===== src/rtl/aud_pkg.sv =====
// Shared types and constants for the audio recorder: the FSM state encoding and the
// SRAM/sample geometry.
package aud_pkg;

  localparam int unsigned ADDR_W   = 20;
  localparam int unsigned SAMPLE_W = 16;
  localparam logic [ADDR_W-1:0] MAX_ADDR = 20'hFFFFF;

  typedef enum logic [2:0] {
    IDLE,
    WAIT_FRAME,
    CAPTURE,
    STORE,
    PAUSED,
    DONE
  } state_t;

  function automatic logic is_busy(input state_t s);
    return (s inside {WAIT_FRAME, CAPTURE, STORE});
  endfunction

endpackage


===== src/rtl/aud_if.sv =====
// Recorder bus: control pulses and codec pins in, SRAM write port and status out.
interface aud_if;
  import aud_pkg::*;

  logic                i_start;
  logic                i_pause;
  logic                i_stop;
  logic                i_bclk;
  logic                i_lrc;
  logic                i_data;
  logic [ADDR_W-1:0]   o_address;
  logic [SAMPLE_W-1:0] o_data;
  logic                o_wr;
  logic                o_busy;
  logic                o_full;
  logic [ADDR_W-1:0]   o_last_addr;

  modport master (
    output i_start, i_pause, i_stop, i_bclk, i_lrc, i_data,
    input  o_address, o_data, o_wr, o_busy, o_full, o_last_addr
  );

  modport slave (
    input  i_start, i_pause, i_stop, i_bclk, i_lrc, i_data,
    output o_address, o_data, o_wr, o_busy, o_full, o_last_addr
  );

endinterface


===== src/rtl/aud_sync.sv =====
// Two-flop synchronizer for a vector of asynchronous inputs, with one-cycle
// rise/fall pulses derived from the synchronized value.
module aud_sync #(
  parameter int unsigned W = 1
) (
  input  logic         clk,
  input  logic         rst_n,
  input  logic [W-1:0] d,
  output logic [W-1:0] q,
  output logic [W-1:0] rise,
  output logic [W-1:0] fall
);

  logic [W-1:0] meta;
  logic [W-1:0] sync;
  logic [W-1:0] prev;

  always_ff @(posedge clk or negedge rst_n) begin
    if (!rst_n) begin
      meta <= '0;
      sync <= '0;
      prev <= '0;
    end else begin
      meta <= d;
      sync <= meta;
      prev <= sync;
    end
  end

  assign q    = sync;
  assign rise = sync & ~prev;
  assign fall = ~sync & prev;

endmodule


===== src/rtl/aud_recorder.sv =====
// I2S left-channel recorder: captures 16-bit left samples from the codec ADC and
// writes them to consecutive SRAM words until stopped or memory is exhausted.
module aud_recorder
  import aud_pkg::*;
(
  input  logic i_clk,
  input  logic i_rst_n,
  aud_if.slave bus
);

  logic [2:0] raw;
  logic [2:0] sync;
  logic [2:0] rise;
  logic [2:0] fall;

  assign raw = {bus.i_bclk, bus.i_lrc, bus.i_data};

  aud_sync #(.W(3)) u_sync (
    .clk   (i_clk),
    .rst_n (i_rst_n),
    .d     (raw),
    .q     (sync),
    .rise  (rise),
    .fall  (fall)
  );

  logic bclk_rise;
  logic lrc_fall;
  logic sdata;
  logic unused_edges;

  assign bclk_rise    = rise[2];
  assign lrc_fall     = fall[1];
  assign sdata        = sync[0];
  assign unused_edges = ^{sync[2:1], rise[1:0], fall[2], fall[0]};

  state_t              state_q;
  logic [ADDR_W-1:0]   addr_q;
  logic [ADDR_W-1:0]   last_q;
  logic [SAMPLE_W-1:0] data_q;
  logic [SAMPLE_W-2:0] shift_q;
  logic [3:0]          cnt_q;
  logic                skip_q;
  logic                wr_q;
  logic                full_q;

  always_ff @(posedge i_clk or negedge i_rst_n) begin
    if (!i_rst_n) begin
      state_q <= IDLE;
      addr_q  <= '0;
      last_q  <= '0;
      data_q  <= '0;
      shift_q <= '0;
      cnt_q   <= '0;
      skip_q  <= 1'b0;
      wr_q    <= 1'b0;
      full_q  <= 1'b0;
    end else begin
      wr_q <= 1'b0;
      unique case (state_q)
        IDLE: begin
          if (bus.i_start && !bus.i_pause && !bus.i_stop) begin
            addr_q  <= '0;
            full_q  <= 1'b0;
            state_q <= WAIT_FRAME;
          end
        end

        WAIT_FRAME: begin
          if (bus.i_stop) begin
            state_q <= IDLE;
          end else if (bus.i_pause) begin
            state_q <= PAUSED;
          end else if (lrc_fall) begin
            shift_q <= '0;
            cnt_q   <= '0;
            skip_q  <= 1'b1;
            state_q <= CAPTURE;
          end
        end

        CAPTURE: begin
          if (bus.i_stop || bus.i_pause) begin
            shift_q <= '0;
            cnt_q   <= '0;
            skip_q  <= 1'b0;
            state_q <= bus.i_stop ? IDLE : PAUSED;
          end else if (bclk_rise) begin
            if (skip_q) begin
              skip_q <= 1'b0;
            end else begin
              shift_q <= {shift_q[SAMPLE_W-3:0], sdata};
              cnt_q   <= cnt_q + 4'd1;
              if (cnt_q == 4'd15) begin
                data_q  <= {shift_q, sdata};
                wr_q    <= 1'b1;
                state_q <= STORE;
              end
            end
          end
        end

        // The write is already on the bus this cycle; stop/pause only pick the successor.
        STORE: begin
          last_q <= addr_q;
          cnt_q  <= '0;
          if (addr_q == MAX_ADDR) begin
            full_q  <= 1'b1;
            state_q <= bus.i_stop ? IDLE : DONE;
          end else begin
            addr_q <= addr_q + ADDR_W'(1);
            if (bus.i_stop)       state_q <= IDLE;
            else if (bus.i_pause) state_q <= PAUSED;
            else                  state_q <= WAIT_FRAME;
          end
        end

        PAUSED: begin
          if (bus.i_stop) begin
            state_q <= IDLE;
          end else if (bus.i_start && !bus.i_pause) begin
            state_q <= WAIT_FRAME;
          end
        end

        DONE: begin
          if (bus.i_stop) state_q <= IDLE;
        end

        default: state_q <= IDLE;
      endcase
    end
  end

  assign bus.o_address   = addr_q;
  assign bus.o_data      = data_q;
  assign bus.o_wr        = wr_q;
  assign bus.o_busy      = is_busy(state_q);
  assign bus.o_full      = full_q;
  assign bus.o_last_addr = last_q;

endmodule

===== src/flat_wrapper.sv =====
// flat-port wrapper written by rule: the top's interface ports become plain ports
module aud_recorder_flat import aud_pkg::*;
  (i_clk, i_rst_n, bus_i_start, bus_i_pause, bus_i_stop, bus_i_bclk, bus_i_lrc, bus_i_data, bus_o_address, bus_o_data, bus_o_wr, bus_o_busy, bus_o_full, bus_o_last_addr);
  aud_if bus_i ();
  input  logic i_clk;
  input  logic i_rst_n;
  input wire logic [$bits(bus_i.i_start)-1:0] bus_i_start;
  input wire logic [$bits(bus_i.i_pause)-1:0] bus_i_pause;
  input wire logic [$bits(bus_i.i_stop)-1:0] bus_i_stop;
  input wire logic [$bits(bus_i.i_bclk)-1:0] bus_i_bclk;
  input wire logic [$bits(bus_i.i_lrc)-1:0] bus_i_lrc;
  input wire logic [$bits(bus_i.i_data)-1:0] bus_i_data;
  output wire logic [$bits(bus_i.o_address)-1:0] bus_o_address;
  output wire logic [$bits(bus_i.o_data)-1:0] bus_o_data;
  output wire logic [$bits(bus_i.o_wr)-1:0] bus_o_wr;
  output wire logic [$bits(bus_i.o_busy)-1:0] bus_o_busy;
  output wire logic [$bits(bus_i.o_full)-1:0] bus_o_full;
  output wire logic [$bits(bus_i.o_last_addr)-1:0] bus_o_last_addr;
  assign bus_i.i_start = bus_i_start;
  assign bus_i.i_pause = bus_i_pause;
  assign bus_i.i_stop = bus_i_stop;
  assign bus_i.i_bclk = bus_i_bclk;
  assign bus_i.i_lrc = bus_i_lrc;
  assign bus_i.i_data = bus_i_data;
  assign bus_o_address = bus_i.o_address;
  assign bus_o_data = bus_i.o_data;
  assign bus_o_wr = bus_i.o_wr;
  assign bus_o_busy = bus_i.o_busy;
  assign bus_o_full = bus_i.o_full;
  assign bus_o_last_addr = bus_i.o_last_addr;
  aud_recorder u_core (.i_clk(i_clk), .i_rst_n(i_rst_n), .bus(bus_i));
endmodule

===== config.mk =====
export PLATFORM = sky130hd
export DESIGN_NAME = aud_recorder_flat
export DESIGN_NICKNAME = d
export VERILOG_FILES = /design/src/rtl/aud_pkg.sv /design/src/rtl/aud_if.sv /design/src/rtl/aud_sync.sv /design/src/rtl/aud_recorder.sv /design/src/flat_wrapper.sv
export SDC_FILE = /design/constraint.sdc
export NUM_CORES = 1
export LEC_CHECK = 0
export CAP_MARGIN = 20
export CORE_MARGIN = 10
export CORE_UTILIZATION = 52
export DETAILED_ROUTE_END_ITERATION = 10
export PLACE_DENSITY = 0.79
export SLEW_MARGIN = 40
export SYNTH_ARGS = -nofsm -noshare
export SYNTH_HDL_FRONTEND = slang
export SYNTH_SLANG_ARGS = --single-unit

===== constraint.sdc =====
create_clock -name i_clk -period 2.5 [get_ports i_clk]
set_input_delay 0.75 -clock i_clk [delete_from_list [all_inputs] [get_ports i_clk]]
set_output_delay 0.75 -clock i_clk [all_outputs]
set_load 0.02 [all_outputs]

==> metrics.yaml <==
setup_path:
  startpoint_type_of_the_worst_setup_path: "register"
  critPathSlowestCell: "clkdlybuf4s50_1"
  kind_of_cell_adding_the_most_delay_to_the_critical_path: "buffers and inverters"
  cp_cell_sequence: "nor2_1 > clkdlybuf4s50_1"
  cp_data_required_time_ps: 1750
  crit_buf_inv: 1
  worst-setup-path-type: "register to output port"
  crit_path_max_incr_delay_ps: 620
  worst_ep_arrival_time_ps: 1640
  timing.critical_path.fanout_max: 15
  end_kind: "output port"
place:
  place.detailed.hpwl_um: 6380
  final_gp_congestion: 0.926
  io_buffers: 66
  dp_cells: 542
  instance_area_after_placement_um2: 4700
  dp_slack_ps: 52.9
timing:
  worst_clock_skew_ps: 14.3
  min_tclk_post_route_ps: 2390
  final-setup-viol-count: 0
  slew_headroom_pct: 62.2
  setup_repair_after_global_routing_missed_its_margin: "false"
  final.period_utilization_pct: 95.7
  hold_viol_final: 0
  final_critical_path_setup_slack_ps: 107
  fmax_mhz: 418
  tns_setup_ps: 0
  report.final.slew_viol_count: 0
  worstMarginPinSlew_ps: 568
finish:
  final-instance-count-excl-fill: 557
  num-fill-cells: 589
  design_area_um2: 4870
  fin_nets: 464
  mostFrequentLayoutCells: "nand2_1, dfrtp_1, clkdlybuf4s50_1, o21ai_0, nor2_1"
  drive_above_1_share_pct: 13.1
  layout.cells.most_common: "nand2_1"
  diodes: 0
  area_growth_from_synthesis_to_layout_pct: 27.1
  layout.core_utilization_pct: 67.5
cts:
  numClockSinks: 89
  cts.repair_timing.setup_buffer_count: 0
  clk_latency_ps: 360
  tritoncts_clock_tree: "done"
  number_of_gates_resized_after_cts: 0
  post_cts_hold_buffer_count: 0
  clk_path_buf_depth: 2
  numCtsBuffers: 9
  cts_htree_levels: 3
  clkSlewWorstSetupHoldPaths_ps: 90
  master_cell_of_the_clock_root_buffer: "clkbuf_8"
floorplan:
  die_width_um: 106
  boundaryPins: 67
  design.die.area_um2: 11200
  fp.coreArea_um2: 7210
  die_height_um: 106
  initial_core_util_pct: 53.1
  core.rowCount: 31
route:
  met2_length_um: 4130
  avgRoutedWirePerCell_um: 16.1
  dr.first_iter.drc_count: 151
  drt.antenna.violating_nets: 0
  met1Wirelength_um: 4040
  route.detailed.vias_per_inst: 5.38
  routed.top_layer: "met4"
  drtPass1Iterations: 5
  met3_wl_post_dr_um: 738
  total_routed_length_um: 8990
  drt_drc_violations_left: 0
  via_count: 2996
synthesis:
  synth_cell_types: 47
  post-synth-top-area-fraction_pct: 58.1
  synth.ff_latch_count: 89
  synth.yosys.seq_area_share_pct: 58.1
  post_synth_inst_count: 376
  cell_type_contributing_the_most_total_cell_area_after_synthesis: "dfrtp_1"
  synth.area.top_cells: "dfrtp_1, nand2_1, mux2_2"
  synth_fp_nets: 386
  summed_instance_area_of_the_synthesized_netlist_um2: 3830
  syn_avg_cell_area_um2: 10.2
  yosys_warnings: 0
pwr:
  cellLeakagePower_nw: 2.18
  power_density_nw_per_um2: 647
  ir_drop_v: 0.000338
run:
  max_cap_viol_count: 0
min_path:
  type_of_the_worst_min_delay_path: "register to register"
grt:
  grt_max_degree: 47
  global_route_congestion_overflow_total: 0
  grt_use_total_pct: 16.8
  number_of_global_route_vias_before_repair: 3001
  grt_antenna_before_repair: 0
  grt_first_pass_wirelength_um: 15600
status:
  run_status: "finished, final reports clean"
[cells in the mapped netlist, drive strengths merged]
| cell | count |
|---|---|
| and2 | 4 |
| or4 | 1 |
| xnor2 | 10 |
| nor3 | 6 |
| nand2 | 97 |
| inv | 5 |
| mux2 | 18 |
| buf | 4 |
| a211o | 1 |
| o31ai | 3 |
| mux2i | 1 |
| and4 | 3 |
| o21ai | 32 |
| a31oi | 2 |
| o2111ai | 1 |
| and3b | 2 |
| or3 | 2 |
| a221o | 1 |
| dfrtp | 89 |
| and2b | 1 |
| ha | 2 |
| or2 | 3 |
| nand3 | 8 |
| clkbuf | 11 |
| xor2 | 3 |
| and3 | 2 |
| a21oi | 8 |
| nor3b | 2 |
| a22o | 1 |
| nor4 | 5 |
| a311oi | 1 |
| nand4 | 8 |
| nor4b | 2 |
| nand2b | 6 |
| o211ai | 3 |
| nand3b | 1 |
| nor2 | 24 |
| or3b | 1 |
| o32a | 2 |
[metal layers]
metal	vias to the layer above	track usage [%]
met2	102	25.2
li1	1440	-
met3	9	6.27
met4	0	4.16
met1	1445	22.5
met5	-	0
[logic make-up (layout without fill, tap and decap cells)]
| group | count (synthesis) | in the layout | share of synthesized area (%) |
|---|---|---|---|
| flip-flops | 89 | 89 | 58.1 |
| adder cells (fa/ha/maj) | 2 | 2 | 0.653 |
| buffers and inverters | 20 | 102 | 2.32 |
| AND/OR/NAND/NOR | 178 | 178 | 22.0 |
| multiplexers | 19 | 19 | 5.55 |
| AO/OA/AOI/OAI | 55 | 55 | 8.42 |
| XOR/XNOR | 13 | 13 | 2.97 |
[cell type report]
class / instances / area, µm² / share of cell area [%]
Clock buffer: 9 / 124 / 2.54
Clock inverter: 6 / 43.8 / 0.899
Inverter: 5 / 18.8 / 0.385
Multi-Input combinational cell: 267 / 1520 / 31.2
Sequential cell: 89 / 2230 / 45.7
Tap cell: 99 / 124 / 2.54
Timing Repair Buffer: 82 / 816 / 16.7
[through the flow]
step / hold WS (ps) / total power, mW
after global placement: 336 / 2.28
after CTS: 364 / 3.18
after floorplan: 331 / 1.97
final: 360 / 3.15
after detailed placement: 337 / 2.30
after global routing: 367 / 3.31
[flip-flops by register name, indices dropped and copies added, names as in the netlist]
signal	count
u_core.u_sync.q	3
u_core.shift_q	15
u_core.u_sync.meta	3
u_core.bus.o_wr	1
u_core.state_q	3
u_core.bus.o_last_addr	20
u_core.bus.o_full	1
u_core.bus.o_address	20
u_core.cnt_q	4
u_core.skip_q	1
u_core.bus.o_data	16
u_core.u_sync.prev	2
[worst paths after layout]
check,startpoint,to,slack (ps),cells after the start
worst min register to register,u_core.u_sync.meta[2],u_core.u_sync.q[2],360,0
worst min-delay path,u_core.u_sync.meta[2],u_core.u_sync.q[2],360,0
worst max register to register,u_core.state_q[2],u_core.bus.o_address[18],480,5
worst max-delay path,u_core.state_q[2],bus_o_busy,110,2
max in group asynchronous,i_rst_n,u_core.bus.o_last_addr[15],1480,2
min in group asynchronous,i_rst_n,u_core.bus.o_data[10],370,1
[power by group]
part / internal (mW) / total [mW] / switching, mW
clock network: 0.361 / 0.888 / 0.527
registers: 1.54 / 1.65 / 0.104
logic: 0.282 / 0.618 / 0.336
total: 2.19 / 3.15 / 0.967
Note: power is estimated with default switching activity, not from simulation.
